==> src/rtl/alu_seq_ctrl_if.sv <==
// alu_seq_ctrl_if: instruction push and result pop handshakes of the ALU sequencer
interface alu_seq_ctrl_if;
  logic        in_valid;
  logic        in_ready;
  logic [17:0] in_instr;
  logic        res_valid;
  logic        res_ready;
  logic [7:0]  res_x;
  logic [7:0]  res_y;
  logic        res_ovf;
  logic        res_carry;
  logic [1:0]  res_op;
  modport master (
    output in_valid, in_instr, res_ready,
    input  in_ready, res_valid, res_x, res_y, res_ovf, res_carry, res_op
  );
  modport slave (
    input  in_valid, in_instr, res_ready,
    output in_ready, res_valid, res_x, res_y, res_ovf, res_carry, res_op
  );
endinterface

==> src/rtl/alu_seq_ctrl.sv <==
// alu_seq_ctrl: FIFO-buffered issue/settle/capture sequencer for the 8-bit ALU; defining ALU_SEQ_STAT_EN adds saturating flag counters
module alu_seq_ctrl #(
  parameter int DEPTH = 4,
  parameter int ALU_LAT = 1
) (
  input  logic          clk,
  input  logic          rst_n,
  alu_seq_ctrl_if.slave bus,
  output logic [17:0]   alu_instr,
  input  logic [7:0]    alu_x,
  input  logic [7:0]    alu_y,
  input  logic          alu_ovf,
  input  logic          alu_carry,
`ifdef ALU_SEQ_STAT_EN
  input  logic          stat_clr,
  output logic [7:0]    ovf_cnt,
  output logic [7:0]    carry_cnt,
`endif
  output logic          busy
);
  localparam int AW = $clog2(DEPTH);
  localparam int LW = $clog2(ALU_LAT + 1);
  typedef enum logic [1:0] {IDLE, EXEC, DONE} state_t;
  state_t state, state_nx;
  logic [17:0] mem [DEPTH];
  logic [AW-1:0] wp, rp;
  logic [AW:0] cnt;
  logic [LW-1:0] lat;
  logic full, empty, push, pop, cap, rel, add_op;
  assign full = cnt == (AW+1)'(DEPTH);
  assign empty = cnt == '0;
  assign push = bus.in_valid && !full;
  assign bus.in_ready = !full;
  assign busy = state != IDLE || !empty;
  assign add_op = alu_instr[17:16] == 2'b00;
  // per-state strobes and next state; pop/capture/release are mutually exclusive by state
  always_comb begin
    pop = state == IDLE && !empty;
    cap = state == EXEC && lat == LW'(1);
    rel = state == DONE && bus.res_ready;
    state_nx = pop ? EXEC : cap ? DONE : rel ? IDLE : state;
  end
  // state register
  always_ff @(posedge clk or negedge rst_n)
    if (!rst_n) state <= IDLE;
    else state <= state_nx;
  // instruction storage; contents are meaningless outside the occupied window so no reset
  always_ff @(posedge clk)
    if (push) mem[wp] <= bus.in_instr;
  // circular pointers and occupancy
  always_ff @(posedge clk or negedge rst_n)
    if (!rst_n) begin
      wp <= '0;
      rp <= '0;
      cnt <= '0;
    end else begin
      if (push) wp <= wp + AW'(1);
      if (pop) rp <= rp + AW'(1);
      cnt <= cnt + (AW+1)'(push) - (AW+1)'(pop);
    end
  // issue, settle countdown and result capture; flags only mean something for add
  always_ff @(posedge clk or negedge rst_n)
    if (!rst_n) begin
      alu_instr <= '0;
      lat <= '0;
      bus.res_valid <= 1'b0;
      bus.res_x <= '0;
      bus.res_y <= '0;
      bus.res_ovf <= 1'b0;
      bus.res_carry <= 1'b0;
      bus.res_op <= '0;
    end else begin
      if (pop) begin
        alu_instr <= mem[rp];
        lat <= LW'(ALU_LAT);
      end else if (state == EXEC) lat <= lat - LW'(1);
      if (cap) begin
        bus.res_valid <= 1'b1;
        bus.res_x <= alu_x;
        bus.res_y <= alu_y;
        bus.res_ovf <= alu_ovf && add_op;
        bus.res_carry <= alu_carry && add_op;
        bus.res_op <= alu_instr[17:16];
      end else if (rel) bus.res_valid <= 1'b0;
    end
`ifdef ALU_SEQ_STAT_EN
  // saturating counts of masked flags seen at capture; clear wins over increment
  always_ff @(posedge clk or negedge rst_n)
    if (!rst_n) begin
      ovf_cnt <= '0;
      carry_cnt <= '0;
    end else if (stat_clr) begin
      ovf_cnt <= '0;
      carry_cnt <= '0;
    end else begin
      if (cap && alu_ovf && add_op && ovf_cnt != 8'hFF) ovf_cnt <= ovf_cnt + 8'd1;
      if (cap && alu_carry && add_op && carry_cnt != 8'hFF) carry_cnt <= carry_cnt + 8'd1;
    end
`endif
endmodule

==> src/flat_wrapper.sv <==
// flat-port wrapper written by rule: the top's interface ports become plain ports
module alu_seq_ctrl_flat 
#(
  parameter int DEPTH = 4,
  parameter int ALU_LAT = 1
)
  (clk, rst_n, alu_instr, alu_x, alu_y, alu_ovf, alu_carry, busy, bus_in_valid, bus_in_instr, bus_res_ready, bus_in_ready, bus_res_valid, bus_res_x, bus_res_y, bus_res_ovf, bus_res_carry, bus_res_op);
  alu_seq_ctrl_if bus_i ();
  input  logic clk;
  input  logic rst_n;
  output logic [17:0] alu_instr;
  input  logic [7:0] alu_x;
  input  logic [7:0] alu_y;
  input  logic alu_ovf;
  input  logic alu_carry;
  output logic busy;
  input wire logic [$bits(bus_i.in_valid)-1:0] bus_in_valid;
  input wire logic [$bits(bus_i.in_instr)-1:0] bus_in_instr;
  input wire logic [$bits(bus_i.res_ready)-1:0] bus_res_ready;
  output wire logic [$bits(bus_i.in_ready)-1:0] bus_in_ready;
  output wire logic [$bits(bus_i.res_valid)-1:0] bus_res_valid;
  output wire logic [$bits(bus_i.res_x)-1:0] bus_res_x;
  output wire logic [$bits(bus_i.res_y)-1:0] bus_res_y;
  output wire logic [$bits(bus_i.res_ovf)-1:0] bus_res_ovf;
  output wire logic [$bits(bus_i.res_carry)-1:0] bus_res_carry;
  output wire logic [$bits(bus_i.res_op)-1:0] bus_res_op;
  assign bus_i.in_valid = bus_in_valid;
  assign bus_i.in_instr = bus_in_instr;
  assign bus_i.res_ready = bus_res_ready;
  assign bus_in_ready = bus_i.in_ready;
  assign bus_res_valid = bus_i.res_valid;
  assign bus_res_x = bus_i.res_x;
  assign bus_res_y = bus_i.res_y;
  assign bus_res_ovf = bus_i.res_ovf;
  assign bus_res_carry = bus_i.res_carry;
  assign bus_res_op = bus_i.res_op;
  alu_seq_ctrl #(.DEPTH(DEPTH), .ALU_LAT(ALU_LAT)) u_core (.clk(clk), .rst_n(rst_n), .bus(bus_i), .alu_instr(alu_instr), .alu_x(alu_x), .alu_y(alu_y), .alu_ovf(alu_ovf), .alu_carry(alu_carry), .busy(busy));
endmodule
==> config.mk <==
export PLATFORM = sky130hd
export DESIGN_NAME = alu_seq_ctrl_flat
export DESIGN_NICKNAME = d
export VERILOG_FILES = /design/src/rtl/alu_seq_ctrl_if.sv /design/src/rtl/alu_seq_ctrl.sv /design/src/flat_wrapper.sv
export SDC_FILE = /design/constraint.sdc
export NUM_CORES = 1
export LEC_CHECK = 0
export ABC_AREA = 1
export BUFFER_PORTS_ARGS = -buffer_cell sky130_fd_sc_hd__buf_4
export CAP_MARGIN = 20
export CORE_ASPECT_RATIO = 0.8
export CORE_MARGIN = 4
export CORE_UTILIZATION = 51
export DETAILED_ROUTE_END_ITERATION = 6
export PLACE_DENSITY = 0.82
export SYNTH_ARGS = -nofsm -noshare
export SYNTH_HDL_FRONTEND = slang
export SYNTH_SLANG_ARGS = --single-unit
==> constraint.sdc <==
create_clock -name clk -period 1.7 [get_ports clk]
set_input_delay 0.34 -clock clk [delete_from_list [all_inputs] [get_ports clk]]
set_output_delay 0.34 -clock clk [all_outputs]
set_load 0.02 [all_outputs]
# [Yosys cells after proc, flatten, opt, wreduce, memory -nomap -nowiden]
# Memory sizes are Yosys's and may differ from the RTL's. A register that Yosys moved wholly into a read port is not among the register bits.
# Index checks and enable logic that the tools add are counted.
[word_totals] reg_bits=31 latchBits=0 ram_bits=72 mem_bits_ro=0 input_bits=40 output_inout_bits=41 word_cells=46 memories=1
[op_classes] n_addsub=5 mul=0 div=0 order_cmp=0 n_eq_ne=3 shift=0 n_mux=9 n_bitwise=0 reduce_logical=17
[memory_table] name="u_core.mem" words=4 width=18 read_ports=1 rd_clocked_by_memory_dff=1 write_ports=1 line="alu_seq_ctrl.sv:25" text="logic [17:0] mem [DEPTH];"
[op_table] op="$logic_and A1 B1 Y1" count=6
[op_table] op="$mux W1" count=6
[op_table] op="$mux W2" count=3
[op_table] op="$reduce_bool A2 Y1" count=3
[op_table] op="$add A2 B1 Y2 const B" count=2
[op_table] op="$logic_not A2 Y1" count=2
[op_table] op="$add A3 B1 Y3" count=1
[op_table] op="$eq A3 B3 Y1 const B" count=1
[op_table] op="$logic_not A1 Y1" count=3
[op_table] op="$logic_not A3 Y1" count=1
[op_table] op="$reduce_bool A3 Y1" count=1
[op_table] op="$sub A3 B1 Y3" count=1
[op_table] op="$eq A2 B1 Y1 const B" count=1
[op_table] op="$eq A2 B2 Y1 const B" count=1
[op_table] op="$logic_or A1 B1 Y1" count=1
[op_table] op="$sub A1 B1 Y1 const B" count=1

# [Depth between registers and ports, before layout]
# Gate-level depths: netlist (run 1).
[logic_depth] word_depth=5 depth_mapped=10 mapped_depth_nobuf=9

# [Worst setup path before layout (run 1)]
# OpenSTA, ideal clock, no wires.
[synth_path] path_type="register to register" startpoint="register u_core.cnt[1]" endpoint="memory u_core.mem[0][0] (enable)" setup_ps=393 arrival_ps=1639 t_required_ps=1307 setup_slack_ps=-332 path_stages_with_launch=5 n_path_buf=0 period_less_slack_ps=2032 path_cell_list="dfrtp_1 nor2_4 nand2_1 nand2_2 nor2_1"
[synth_via] elab_chain_cells=5
[synth_lines] item="start, declared" line="alu_seq_ctrl.sv:27" text="logic [AW:0] cnt;"
[synth_lines] item="start signal, assigned" line="alu_seq_ctrl.sv:59" text="cnt <= cnt + (AW+1)'(push) - (AW+1)'(pop);"
[synth_lines] item="$eq A3 B3 Y1" line="alu_seq_ctrl.sv:30" text="assign full = cnt == (AW+1)'(DEPTH);"
[synth_lines] item="$logic_not A1 Y1"
[synth_lines] item="via bus_in_ready" line="flat_wrapper.sv:20" text="output wire logic [$bits(bus_i.in_ready)-1:0] bus_in_ready;"
[synth_lines] item="$logic_and A1 B1 Y1" line="alu_seq_ctrl.sv:32" text="assign push = bus.in_valid && !full;"
[synth_lines] item="$mux W1" line="alu_seq_ctrl.sv:49" text="if (push) mem[wp] <= bus.in_instr;"
[synth_lines] item="$mux W1 (not written as such)" line="alu_seq_ctrl.sv:49"
[synth_lines] item="end, declared" line="alu_seq_ctrl.sv:25"
# The timed path passes the listed nets, and every way through them passes these cells.

# [Final worst setup path (run 1)]
[layout_path] startpoint="register u_core.state[1]" endpoint="register u_core.cnt[1]"
[layout_via] elab_chain_cells=3
[layout_lines] item="start, declared" line="alu_seq_ctrl.sv:24" text="state_t state, state_nx;"
[layout_lines] item="start signal, assigned" line="alu_seq_ctrl.sv:46" text="else state <= state_nx;"
[layout_lines] item="$logic_not A2 Y1" line="alu_seq_ctrl.sv:38" text="pop = state == IDLE && !empty;"
[layout_lines] item="$logic_and A1 B1 Y1" line="alu_seq_ctrl.sv:38"
[layout_lines] item="$sub A3 B1 Y3" line="alu_seq_ctrl.sv:59"
# No other way between the ends.
# A chain may end at the register's enable or synchronous reset.

==> flow_summary.toml, run 1 <==
[drt]
avgViaCountPerCell = 4.84
route.detailed.drc = 0
wire_per_inst_um = 15.4
drtPass1Iterations = 5
vias = 3675
drtIter0Drc = 289
wirelength_mm = 11.7
drtAntennaViolNets = 0

[timing]
post-route-min-period_ns = 1.76
finalCritPeriodShare_pct = 103
fmax_ghz = 0.569
tightestPinTransition_ns = 0.640
fin_hold_ws_ns = 0.124
max_slew_margin_pct = 57.3
rsz0062_at_grt = "yes"
hold_violations = 0
fin_ws_ns = -0.0581
slew_viol_final = 0
finalSetupViolations = 2
fin_skew_ns = 0.0187

[cts]
clock_latency_ns = 0.42
clk_pin_slew_ns = 0.06
ctsLongestPathBuffers = 2
cts_tree = "yes"
root_buffer = "clkbuf_16"
cts.sinks = 121
htreeDepth = 4
cts_buffers = 17

[setup_path]
crit_top_cell = "inv_2"
worstPathArrival_ns = 2.06
worst-path-max-fanout = 2
worst_path_max_delay_cell = "fa_2"
reg2reg_depth = 9
r2r_setup_slack_ns = -0.06
path_buf_inv = 4
worstPathRequired_ns = 2.00
cp-end-kind = "flop"
max_stage_delay_ns = 0.54
crit_start = "u_core.state[1]$_DFFE_PN0P_"
worst-setup-path-type = "flop to flop"
timing.rr.start = "u_core.state[1]$_DFFE_PN0P_"
r2r_end = "u_core.cnt[1]$_DFF_PN0_"
crit_chain = "inv_2, nand2_2, a21oi_4, ha_4, inv_4, ha_4, inv_2, fa_2, inv_2"
cp.depth = 9
cpLargestDelayFamily = "adder cells"
start_kind = "flop"
critical_path.endpoint = "u_core.cnt[1]$_DFF_PN0_"

[global_route]
first_global_vias = 3951
grt_first_pass_wirelength_mm = 19.1
grt_max_degree = 50
antenna_found_initial = 0
grt_busiest_layer = "met2"
grt.met1_usage_pct = 25.6
grt_use_total_pct = 21.0
grt_util_met2_pct = 35.4
grt_overflow_total = 0
use_met3_pct = 6.11

[final_layout]
seqCellArea_um2 = 3390
fillers = 641
drive_gt1_share_pct = 24.7
area_delta_synth_final_pct = 32.1
final_cell_area_um2 = 6730
multi_input_area_um2 = 1290
diodes = 0
finalNetCount = 657
final_cells = 759

[floorplan]
pin_count = 81
num_rows = 32
initial_core_util_pct = 52.6
die_area_um2 = 11700
coreArea_um2 = 9690
chipWidth_um = 120
die_h_um = 97.4

[min_path]
hold_class = "input pin to flop"

[synthesis]
synth_top_cells_by_area = "edfxtp_1 (42%), dfrtp_1 (24%), nand2_1 (15%)"
ys_seq_elements = 121
synthXorXnorAreaFrac_pct = 0.687
synth_top_family_by_area = "simple AND/OR/NAND/NOR gates"
syn_inst = 508
ys_seq_area_share_pct = 66.5
yosys.area_share.adder_pct = 1.87
synthDominantCellAreaShare_pct = 42.4
syn_area_um2 = 5100
muxShareOfSynthArea_pct = 0
ys_warn_count = 0
synth_largest_area_cell = "edfxtp_1"
syn-num-nets = 555
ys_types = 23
synth-compound-area-share_pct = 1.20
syn_area_per_cell_um2 = 10.0
synth_simple_gate_area_share_pct = 20.4

[place]
gp_congestion = 0.757
port_buffers = 80
dp_hpwl_mm = 7.04
placed_area_um2 = 5980
dp_cells = 725

[power]
p_per_area_nw_per_um2 = 2090
fin_total_pwr_mw = 14.1
irDropWorstVdd_mv = 1.21
total_leakage_power_nw = 3.32

[flow_run]
drv_cap = 0

[status]
outcome = "finished, violations left"
violations = "negative setup slack"
## metal layers
layer  vias up  share of wire, %
li1       1770                 -
met2       150                51
met3        21               8.0
met1      1734                40
met5         -                 0
met4         0               1.7
## what timing repair did
item | CTS | global route
hold buffers | 1 | 0
gates cloned | 0 | 0
hold endpoints to repair | 49 | 0
pin swaps | 1 | 1
buffers inserted | 0 | 1
resized for setup | 2 | 3
endpoints found under the setup margin | 4 | 3
## cell type report
type / count / area share (%)
Clock buffer: 17 / 6.32
Clock inverter: 15 / 4.38
Inverter: 92 / 5.18
Multi-Input combinational cell: 278 / 19.1
Sequential cell: 121 / 50.3
Tap cell: 136 / 2.53
Timing Repair Buffer: 100 / 12.2
## cells by family (layout without fill, tap and decap cells)
group	after synthesis	after routing
XOR/XNOR	4	4
AO/OA/AOI/OAI	10	10
buffers and inverters	109	224
adder cells (fa/ha/maj)	7	7
AND/OR/NAND/NOR	257	257
flip-flops	121	121
## through the flow
stage / setup WS (ns) / util (%) / TNS [ns]
after floorplan: -0.193 / - / -4.67
after global placement: 0.0129 / 61.7 / 0
after detailed placement: -0.00700 / 61.7 / -0.00700
after CTS: -0.0645 / 69.3 / -0.0806
after global routing: -0.107 / 69.5 / -0.203
final: -0.0581 / 69.5 / -0.0640
## cells in the mapped netlist
library cell	n
nand2_1	208
inv_1	85
edfxtp_1	72
dfrtp_1	49
nand3_1	39
buf_2	7
ha_1	6
inv_2	6
buf_4	5
buf_6	5
nor2_1	5
o21ai_1	5
o21ai_0	3
nand2_2	2
xnor2_1	2
xor2_1	2
a21oi_1	1
a21oi_4	1
clkinv_2	1
fa_1	1
nand3_4	1
nand4_1	1
nor2_4	1
## power breakdown
group          total [mW]  leakage [nW]  internal [mW]  switching, mW
clock network        4.35         0.346           3.05           1.30
registers            4.53          1.26           4.09          0.442
logic                5.17          1.72           1.96           3.21
## cell usage in the layout (no fill, tap or decap)
cell type and instances:
o21ai_1 5, inv_4 1, a21oi_4 1, buf_12 5, clkbuf_16 17, nand3_1 39, fa_2 1, dlygate4sd3_1 1
clkinvlp_4 1, a21oi_1 1, nand2_2 3, nor2_1 1, xnor2_2 1, clkinv_4 3, nor2_4 2, edfxtp_1 72
clkinv_1 1, nand3_4 1, nor2_2 3, inv_2 8, o21ai_0 3, dfrtp_1 49, buf_6 1, nand2_1 207
inv_1 82, inv_6 2, xnor2_1 1, clkinv_2 1, xor2_1 2, bufinv_16 8, ha_4 2, nand4_1 1
buf_4 93, ha_1 4
## worst min path at each step
stage                         start                              end  slack [ns]  cells past startpoint
finish                     alu_y[5]  u_core.bus.res_y[5]$_DFFE_PN0P_        0.12                      3
global route        bus_in_instr[7]       u_core.mem[3][7]$_DFFE_PP_        0.12                      1
CTS                        alu_y[5]  u_core.bus.res_y[5]$_DFFE_PN0P_        0.12                      3
detailed placement            rst_n  u_core.alu_instr[9]$_DFFE_PN0P_        0.41                      1
global placement              rst_n  u_core.bus.res_x[3]$_DFFE_PN0P_        0.40                      1
floorplan                     rst_n  u_core.alu_instr[0]$_DFFE_PN0P_        0.04                      0
## tightest hold or removal path, cell delays in order
cell and delay (ns):
buf_4 0.07, nand2_1 0.04, nand2_1 0.04
## sequential cells by signal (all words and copies together), names as in the netlist
signal / cells
u_core.bus.res_y: 8
u_core.bus.res_valid: 1
u_core.rp: 2
u_core.alu_instr: 18
u_core.state: 2
u_core.bus.res_carry: 1
u_core.bus.res_x: 8
u_core.cnt: 3
u_core.lat: 1
u_core.mem: 72
u_core.wp: 2
u_core.bus.res_op: 2
u_core.bus.res_ovf: 1
Note: power is estimated with default switching activity, not from simulation.
==> run 2, diff against run 1 <==
- CTS_CLUSTER_SIZE: not set -> 40
- MAX_ROUTING_LAYER: not set -> met4
==> flow_summary.toml, run 2 (same netlist as run 1, synthesis figures left out) <==
[power]
p_sw_share_pct = 35.3
p_comb_share_pct = 36.8
intPower_mw = 9.11
pwr-share-clk_pct = 30.9
p_per_area_nw_per_um2 = 2090
power_frac_seq_pct = 32.2
total_leakage_power_nw = 3.32
p_switching_mw = 4.96
irDropWorstVdd_mv = 1.21

[global_route]
grt_overflow_total = 0
grt_max_degree = 50
first_global_vias = 3959
antenna_found_initial = 0
grt_use_total_pct = 21.6
grt_first_pass_wirelength_mm = 19.1

[cts]
clk_pin_slew_ns = 0.06
root_buffer = "clkbuf_16"
clock_latency_ns = 0.41
cts.sinks = 121
cts_tree = "yes"
htreeDepth = 4
cts_buffers = 17
ctsLongestPathBuffers = 2

[drt]
vias = 3708
route.detailed.drc = 0
drtAntennaViolNets = 0
avgViaCountPerCell = 4.89
drtPass1Iterations = 5
wire_per_inst_um = 15.4
wirelength_mm = 11.7
drtIter0Drc = 245

[final_layout]
top_regs = "u_core.mem x72, u_core.alu_instr x18"
final_cell_mix = "nand2_1 (207), buf_4 (93), inv_1 (82)"
diodes = 0
finalNetCount = 657
drive_gt1_share_pct = 24.7
area_delta_synth_final_pct = 32.1
final_common_cell = "nand2_1"
largest_register = "u_core.mem"
largest_reg_flops = 72
final_cells = 759

[timing]
fin_skew_ns = 0.00836
finalSetupViolations = 2
post-route-min-period_ns = 1.76
tightestPinTransition_ns = 0.645
hold_violations = 0
fin_ws_ns = -0.0598
tns_ns = -0.0671
slew_viol_final = 0
fmax_ghz = 0.568
max_slew_margin_pct = 57.0
finalCritPeriodShare_pct = 104
rsz0062_at_grt = "yes"

[setup_path]
start_kind = "flop"
worst-path-max-fanout = 2
worst-setup-path-type = "flop to flop"
cp-end-kind = "flop"
max_stage_delay_ns = 0.54
cpLargestDelayFamily = "adder cells"
worst_path_max_delay_cell = "fa_2"
worstPathArrival_ns = 2.06
crit_chain = "inv_2, nand2_2, a21oi_4, ha_4, inv_4, ha_4, inv_2, fa_2, inv_2"
worstPathRequired_ns = 2.00
crit_top_cell = "inv_2"
path_buf_inv = 4

[floorplan]
coreArea_um2 = 9690
die_area_um2 = 11700
chipWidth_um = 120
pin_count = 81
die_h_um = 97.4
initial_core_util_pct = 52.6
num_rows = 32

[min_path]
hold_class = "input pin to flop"

[status]
violations = "negative setup slack"
outcome = "finished, violations left"

[place]
dp_hpwl_mm = 7.04
port_buffers = 80
gp_congestion = 0.767
dp_cells = 725

[flow_run]
drv_cap = 0
## run 2: power groups by stage
stage | clock, mW | sequential (mW) | combinational [mW]
2_1_floorplan | 0 | 5.07 | 2.60
3_3_place_gp | 0 | 4.52 | 4.73
3_5_place_dp | 0 | 4.57 | 4.94
4_1_cts | 4.38 | 4.53 | 5.10
5_1_grt | 4.54 | 4.62 | 5.69
6_report | 4.35 | 4.54 | 5.18
## run 2: path summary, 6_finish.rpt
kind,startpoint,to,slack (ns),cells after the start
max in group asynchronous,rst_n,u_core.wp[0]$_DFFE_PN0P_,0.76,2
min reg2reg,u_core.bus.res_x[5]$_DFFE_PN0P_,u_core.bus.res_x[5]$_DFFE_PN0P_,0.48,2
min in group asynchronous,rst_n,u_core.alu_instr[10]$_DFFE_PN0P_,0.51,2
min,alu_y[5],u_core.bus.res_y[5]$_DFFE_PN0P_,0.12,3
max,u_core.state[1]$_DFFE_PN0P_,u_core.cnt[1]$_DFF_PN0_,-0.06,9
max reg2reg,u_core.state[1]$_DFFE_PN0P_,u_core.cnt[1]$_DFF_PN0_,-0.06,9
## run 2: timing repair
| item | CTS | global route |
|---|---|---|
| setup endpoints to repair | 4 | 4 |
| hold buffers | 1 | 0 |
| resized for setup | 2 | 3 |
| pin swaps | 1 | 1 |
| buffers inserted | 0 | 1 |
| hold endpoints to repair | 49 | 0 |
## run 2: final cells by class
type,count,area [um^2]
Clock buffer,17,425
Clock inverter,15,295
Fill cell,641,2960
Inverter,92,349
Multi-Input combinational cell,278,1290
Sequential cell,121,3390
Tap cell,136,170
Timing Repair Buffer,100,820
## run 2: through the flow
step / utilization (%) / worst slack [ns] / power [mW] / area [um^2] / hold slack, ns
after floorplan: - / -0.193 / 7.67 / 5140 / 0.0444
after global placement: 61.7 / 0.0129 / 9.24 / 5980 / 0.403
after detailed placement: 61.7 / -0.00700 / 9.51 / 5980 / 0.411
after CTS: 69.3 / -0.0645 / 14.0 / 6720 / 0.116
after global routing: 69.5 / -0.107 / 14.8 / 6730 / 0.120
final: 69.5 / -0.0598 / 14.1 / 6730 / 0.125
## run 2: layer usage
metal / track usage, % / vias to the layer above / part of all wire, %
li1: - / 1772 / -
met2: 35.5 / 151 / 50
met1: 25.7 / 1764 / 41
met5: - / - / 0
met3: 6.40 / 21 / 7.4
met4: 7.39 / 0 / 1.4
## run 2: worst register-to-register path, cell delays in order, from the launching register on
cell     delay [ns]
dfrtp_1        0.39
inv_2          0.07
nand2_2        0.06
a21oi_4        0.14
ha_4           0.23
inv_4          0.05
ha_4           0.11
inv_2          0.03
fa_2           0.54
inv_2          0.03
